[src/rtl/spm_cfg_seq.sv]
// Configuration sequencer: loads SPM instruction words as init strobes, then steps contexts with
// run strobes for a programmable dwell and pass count. Optional perf counter: SPM_SEQ_PERF_EN.
module spm_cfg_seq #(
  parameter int unsigned INST_W = 24,
  parameter int unsigned DEPTH  = 5,
  parameter int unsigned CNT_W  = 16
) (
  input  logic              clk,
  input  logic              rst,
  input  logic              cfg_valid,
  output logic              cfg_ready,
  input  logic [INST_W-1:0] cfg_inst,
  input  logic              cfg_last,
  input  logic              clear,
  input  logic              start,
  input  logic              abort,
  input  logic [CNT_W-1:0]  dwell,
  input  logic [CNT_W-1:0]  loops,
  output logic [INST_W-1:0] inst,
  output logic              init,
  output logic              run,
  output logic [2:0]        ctx_idx,
  output logic [2:0]        n_ctx,
  output logic              busy,
  output logic              done
`ifdef SPM_SEQ_PERF_EN
  ,
  output logic [31:0]       perf_cycles
`endif
);

  typedef enum logic [1:0] {StIdle, StLoaded, StRun, StDone} state_e;

  state_e             state_q, state_d;
  logic [INST_W-1:0]  inst_q, inst_d;
  logic               init_q, init_d;
  logic               run_q, run_d;
  logic [2:0]         ctx_q, ctx_d;
  logic [2:0]         n_q, n_d;
  logic [CNT_W-1:0]   dcnt_q, dcnt_d;
  logic [CNT_W-1:0]   dwell_q, dwell_d;
  logic [CNT_W-1:0]   lcnt_q, lcnt_d;
`ifdef SPM_SEQ_PERF_EN
  logic [31:0]        perf_q, perf_d;
`endif

  always_comb begin
    state_d = state_q;
    inst_d  = inst_q;
    init_d  = 1'b0;
    run_d   = 1'b0;
    ctx_d   = ctx_q;
    n_d     = n_q;
    dcnt_d  = dcnt_q;
    dwell_d = dwell_q;
    lcnt_d  = lcnt_q;
`ifdef SPM_SEQ_PERF_EN
    perf_d  = perf_q;
`endif
    unique case (state_q)
      StIdle: begin
        if (cfg_valid) begin
          inst_d = cfg_inst;
          init_d = 1'b1;
          n_d    = n_q + 3'd1;
          if (cfg_last || (n_q + 3'd1 == 3'(DEPTH))) state_d = StLoaded;
        end
      end
      StLoaded: begin
        if (clear) begin
          n_d     = 3'd0;
          state_d = StIdle;
        end else if (start) begin
          state_d = StRun;
          dwell_d = (dwell == '0) ? CNT_W'(1) : dwell;
          lcnt_d  = (loops == '0) ? CNT_W'(1) : loops;
          ctx_d   = 3'd0;
          dcnt_d  = '0;
          run_d   = 1'b1;
`ifdef SPM_SEQ_PERF_EN
          perf_d  = '0;
`endif
        end
      end
      StRun: begin
`ifdef SPM_SEQ_PERF_EN
        if (perf_q != '1) perf_d = perf_q + 32'd1;
`endif
        if (abort) begin
          state_d = StLoaded;
          ctx_d   = 3'd0;
        end else if (dcnt_q == dwell_q - CNT_W'(1)) begin
          // Context finished: advance, wrap to the next pass, or complete.
          dcnt_d = '0;
          if (ctx_q == n_q - 3'd1) begin
            ctx_d = 3'd0;
            if (lcnt_q == CNT_W'(1)) begin
              state_d = StDone;
            end else begin
              lcnt_d = lcnt_q - CNT_W'(1);
              run_d  = 1'b1;
            end
          end else begin
            ctx_d = ctx_q + 3'd1;
            run_d = 1'b1;
          end
        end else begin
          dcnt_d = dcnt_q + CNT_W'(1);
        end
      end
      StDone: state_d = StLoaded;
      default: state_d = StIdle;
    endcase
  end

  always_ff @(posedge clk) begin
    if (!rst) begin
      state_q <= StIdle;
      inst_q  <= '0;
      init_q  <= 1'b0;
      run_q   <= 1'b0;
      ctx_q   <= 3'd0;
      n_q     <= 3'd0;
      dcnt_q  <= '0;
      dwell_q <= '0;
      lcnt_q  <= '0;
`ifdef SPM_SEQ_PERF_EN
      perf_q  <= '0;
`endif
    end else begin
      state_q <= state_d;
      inst_q  <= inst_d;
      init_q  <= init_d;
      run_q   <= run_d;
      ctx_q   <= ctx_d;
      n_q     <= n_d;
      dcnt_q  <= dcnt_d;
      dwell_q <= dwell_d;
      lcnt_q  <= lcnt_d;
`ifdef SPM_SEQ_PERF_EN
      perf_q  <= perf_d;
`endif
    end
  end

  assign cfg_ready = (state_q == StIdle);
  assign busy      = (state_q == StRun);
  assign done      = (state_q == StDone);
  assign inst      = inst_q;
  assign init      = init_q;
  assign run       = run_q;
  assign ctx_idx   = ctx_q;
  assign n_ctx     = n_q;
`ifdef SPM_SEQ_PERF_EN
  assign perf_cycles = perf_q;
`endif

endmodule

[config.mk]
export PLATFORM = sky130hd
export DESIGN_NAME = spm_cfg_seq
export DESIGN_NICKNAME = d
export VERILOG_FILES = /design/src/rtl/spm_cfg_seq.sv
export SDC_FILE = /design/constraint.sdc
export NUM_CORES = 1
export LEC_CHECK = 0
export ABC_AREA = 1
export CAP_MARGIN = 20
export CORE_ASPECT_RATIO = 1.4
export CORE_UTILIZATION = 47
export DETAILED_ROUTE_END_ITERATION = 8
export PLACE_DENSITY = 0.77
export SYNTH_ARGS = -nofsm -noshare
export SYNTH_HDL_FRONTEND = slang
export SYNTH_SLANG_ARGS = --single-unit
[constraint.sdc]
create_clock -name clk -period 2.07 [get_ports clk]
set_clock_uncertainty 0.15 [all_clocks]
set_input_delay 0.621 -clock clk [delete_from_list [all_inputs] [get_ports clk]]
set_output_delay 0.621 -clock clk [all_outputs]
set_load 0.05 [all_outputs]
==> impl_metrics.toml <==
[drt]
detail_route.first_pass.iterations = 5
first_iter_violations = 303
drc_errors = 0
final_antenna_net_count = 0
finalWirelength_mm = 16.53
post_drt_via_cell_ratio = 5.304
wl_per_cell_microns = 14.95
detailroute.via_count = 5866

[power]
total_power_mw = 5.458
power.static_leakage_nw = 3.402
vdd_ir_drop_max_uv = 621.6
power.density_cell_area_nw_per_um2 = 716.5

[die]
initial_utilization_pct = 48.24
dieArea_sq_um = 11040
die_width_microns = 89.11
top_level_ports = 98
die_y_microns = 123.9
core_area_sq_um = 10350
rows = 44

[placement]
gp_congestion = 0.9095
hpwlAfterDp_mm = 12.04
pre_cts_ws_ns = -0.3511
numPlacedInstances = 1079
port_buffers = 97

[global_routing]
grt_pass1_wl_mm = 26.38
globalRouteTotalUtil_pct = 31.36
pin_count_of_the_biggest_net_entering_global_routing = 34
grt_remaining_overflow = 0
first_global_vias = 5766
initial_antenna_violation_count = 1

[setup_path]
setup.worst_path.class = "flop to flop"
path_delay_family = "simple AND/OR/NAND/NOR gates"
timing.critical_path.slowest_cell_delay_ns = 0.34
critical_path.cell_chain = "inv_1 -> ha_1 -> xnor2_1 -> xor2_1 -> nand2_1 -> buf_4 -> nand2_1 -> o21ai_1 -> nor2_2 -> nand3_1 -> a21oi_1"
r2r-start = "n_ctx[1]"
crit_slowest_cell = "dfxtp_4"
worst-endpoint-arrival_ns = 2.46
timing.critical_path.from = "n_ctx[1]"
critical_path_buf_inv_count = 2
critical_path_required_ns = 2.18
ff2ff_setup_slack_ns = -0.27
crit_path_max_fanout = 3
r2r_cells = 11
cell_seen_most_often_among_critical_path_stages = "nand2_1"
timing.critical_path.from_type = "flop"
critical_path_capture_point_type = "flop"
r2r_end = "state_q[1]"

[timing]
finalSetupViolCount = 35
timing.setup.tns_ns = -6.509
post-route-worst-setup-slack_ns = -0.2738
hold_violations = 0
period_share_pct = 113.2
period_minus_slack_ns = 2.344
timing_max_transition_violations_final = 0
relSlewSlack_pct = 63.00
fmaxAchievable_mhz = 426.7
grt_setup_unrepaired = "true"
max_slew.worst_pin.slew_ns = 0.5541

[synthesis]
synth_top_area_cell = "dfxtp_1"
yosys.cell_count.top_type = "nand2_1"
synth.cells.most_frequent = "nand2_1, nor2_1, dfxtp_1"
synth-seq-cells = 82
synth.net_count = 833
asyncSetResetFlopFracSynth_pct = 0
synth_top_flop_cell = "dfxtp_1"
synthTopCellsByArea = "dfxtp_1, nand2_1, nor2_1"
synth-warning-count = 0
syn_inst = 758
synthDistinctLibCells = 44
avgSynthCellArea_sq_um = 6.586
synth_top_area_share_pct = 32.88
syn-cell-area_sq_um = 4992
synth_seq_area_share_pct = 32.88
edff_count_synth = 0

[job]
drv_cap = 0

[final_layout]
layout.filler_cells = 852
fin_util_pct = 73.60
final_net_count = 1037
multi_input_area_sq_um = 3186
final_cells = 1106
drive_above_1_share_pct = 27.71
flow.area_growth_from_synthesis_pct = 52.58
area.sequential_sq_um = 1658

[run_status]
violations_in_the_final_reports = "setup timing"
run_status = "complete, but fails checks"

[min_path]
cell_depth_of_the_worst_min_delay_path = 2
min_delay_worst_endpoint = "inst[5]"
timing.hold.worst.class = "flop to flop"
hold_path_startpoint = "inst[5]"

[clocking]
cts.htree.levels = 3
cts.path.max_buffers = 2
clk-insertion-delay-late_ns = 0.34
cts.sinks = 82
ctsRootBufferMaster = "clkbuf_16"
cts.clk_slew.worst_paths_ns = 0.06
cts_buffers = 9
cts_tree = "done"
cts_hold_buffers = 0
==> registers in the layout, indices dropped and copies added (netlist names) <==
name     cells
init         1
state_q      2
ctx_idx      3
run          1
inst        24
dwell_q     16
lcnt_q      16
dcnt_q      16
n_ctx        3
==> per-stage QoR <==
step | instance area, sq um | hold WS, ns
final | 7617 | 0.3373
after detailed placement | 7005 | 0.3270
after floorplan | 5040 | 0.3190
after global routing | 7617 | 0.3625
after global placement | 7005 | 0.3148
after CTS | 7443 | 0.3397
==> cells in the final DEF (no fill, tap or decap), types with 4 or more instances in the layout <==
cell and count:
buf_4 137, nand2_1 132, nor2_1 129, dfxtp_1 73
clkdlybuf4s50_1 62, inv_1 59, o21ai_0 56, nand3_1 45
a21oi_1 34, nor2_2 24, nand4_1 23, buf_12 16
nand2_2 15, xor2_1 15, xnor2_1 14, a21oi_2 12
nor4_1 9, clkbuf_16 9, nor2_4 8, nor3_1 8
ha_1 8, dfxtp_2 7, inv_2 6, nand3b_1 6
a211oi_1 5, nand2_4 4, o21ai_1 4
==> where the power goes <==
| group | switching, mW | internal [mW] | total, mW |
|---|---|---|---|
| clock network | 0.651 | 1.10 | 1.75 |
| registers | 0.0911 | 1.69 | 1.78 |
| logic | 1.10 | 0.828 | 1.92 |
==> cell type report <==
cell class | instances | share of cell area, %
tap | 138 | 2.267
clock buffer | 11 | 3.187
antenna | 1 | 0.03285
timing repair buffer | 218 | 26.30
inverter | 69 | 3.499
sequential | 82 | 21.76
clock inverter | 5 | 1.133
multi-input combinational | 582 | 41.82
==> worst reg2reg max path: stages, from the launching register on <==
cell,delay [ns]
dfxtp_4,0.34
inv_1,0.05
ha_1,0.21
xnor2_1,0.26
xor2_1,0.23
nand2_1,0.13
buf_4,0.16
nand2_1,0.07
o21ai_1,0.13
nor2_2,0.21
nand3_1,0.13
a21oi_1,0.18
==> logic make-up after synthesis <==
group | synth area share [%]
mux | 0.2005
fa+ha+maj | 3.007
compound gates | 14.59
simple gates | 35.94
flops | 32.88
buf+inv | 7.769
xor+xnor | 5.614
==> routing by layer <==
layer / track usage [%] / vias up / wire length (microns)
li1: - / 2909 / -
met1: 31.80 / 2726 / 6354
met2: 59.35 / 180 / 8852
met3: 4.506 / 51 / 572
met4: 18.45 / 0 / 753
met5: 0 / - / 0
==> worst max path at each step <==
stage                  to  slack [ns]  cells after the start
3_5_place_dp   ctx_idx[1]       -0.35                     10
5_1_grt         lcnt_q[3]       -0.36                     15
2_1_floorplan  lcnt_q[11]      -0.002                     15
6_report       state_q[1]       -0.27                     11
3_3_place_gp   dcnt_q[11]       -0.32                     14
4_1_cts        lcnt_q[10]       -0.15                     16
==> timing repair <==
item / CTS / global route
cloned: 1 / 0
pin swaps: 5 / 7
resized for setup: 23 / 36
endpoints found under the setup margin: 40 / 56
buffers inserted: 3 / 6
Note: power is estimated with default switching activity, not from simulation.
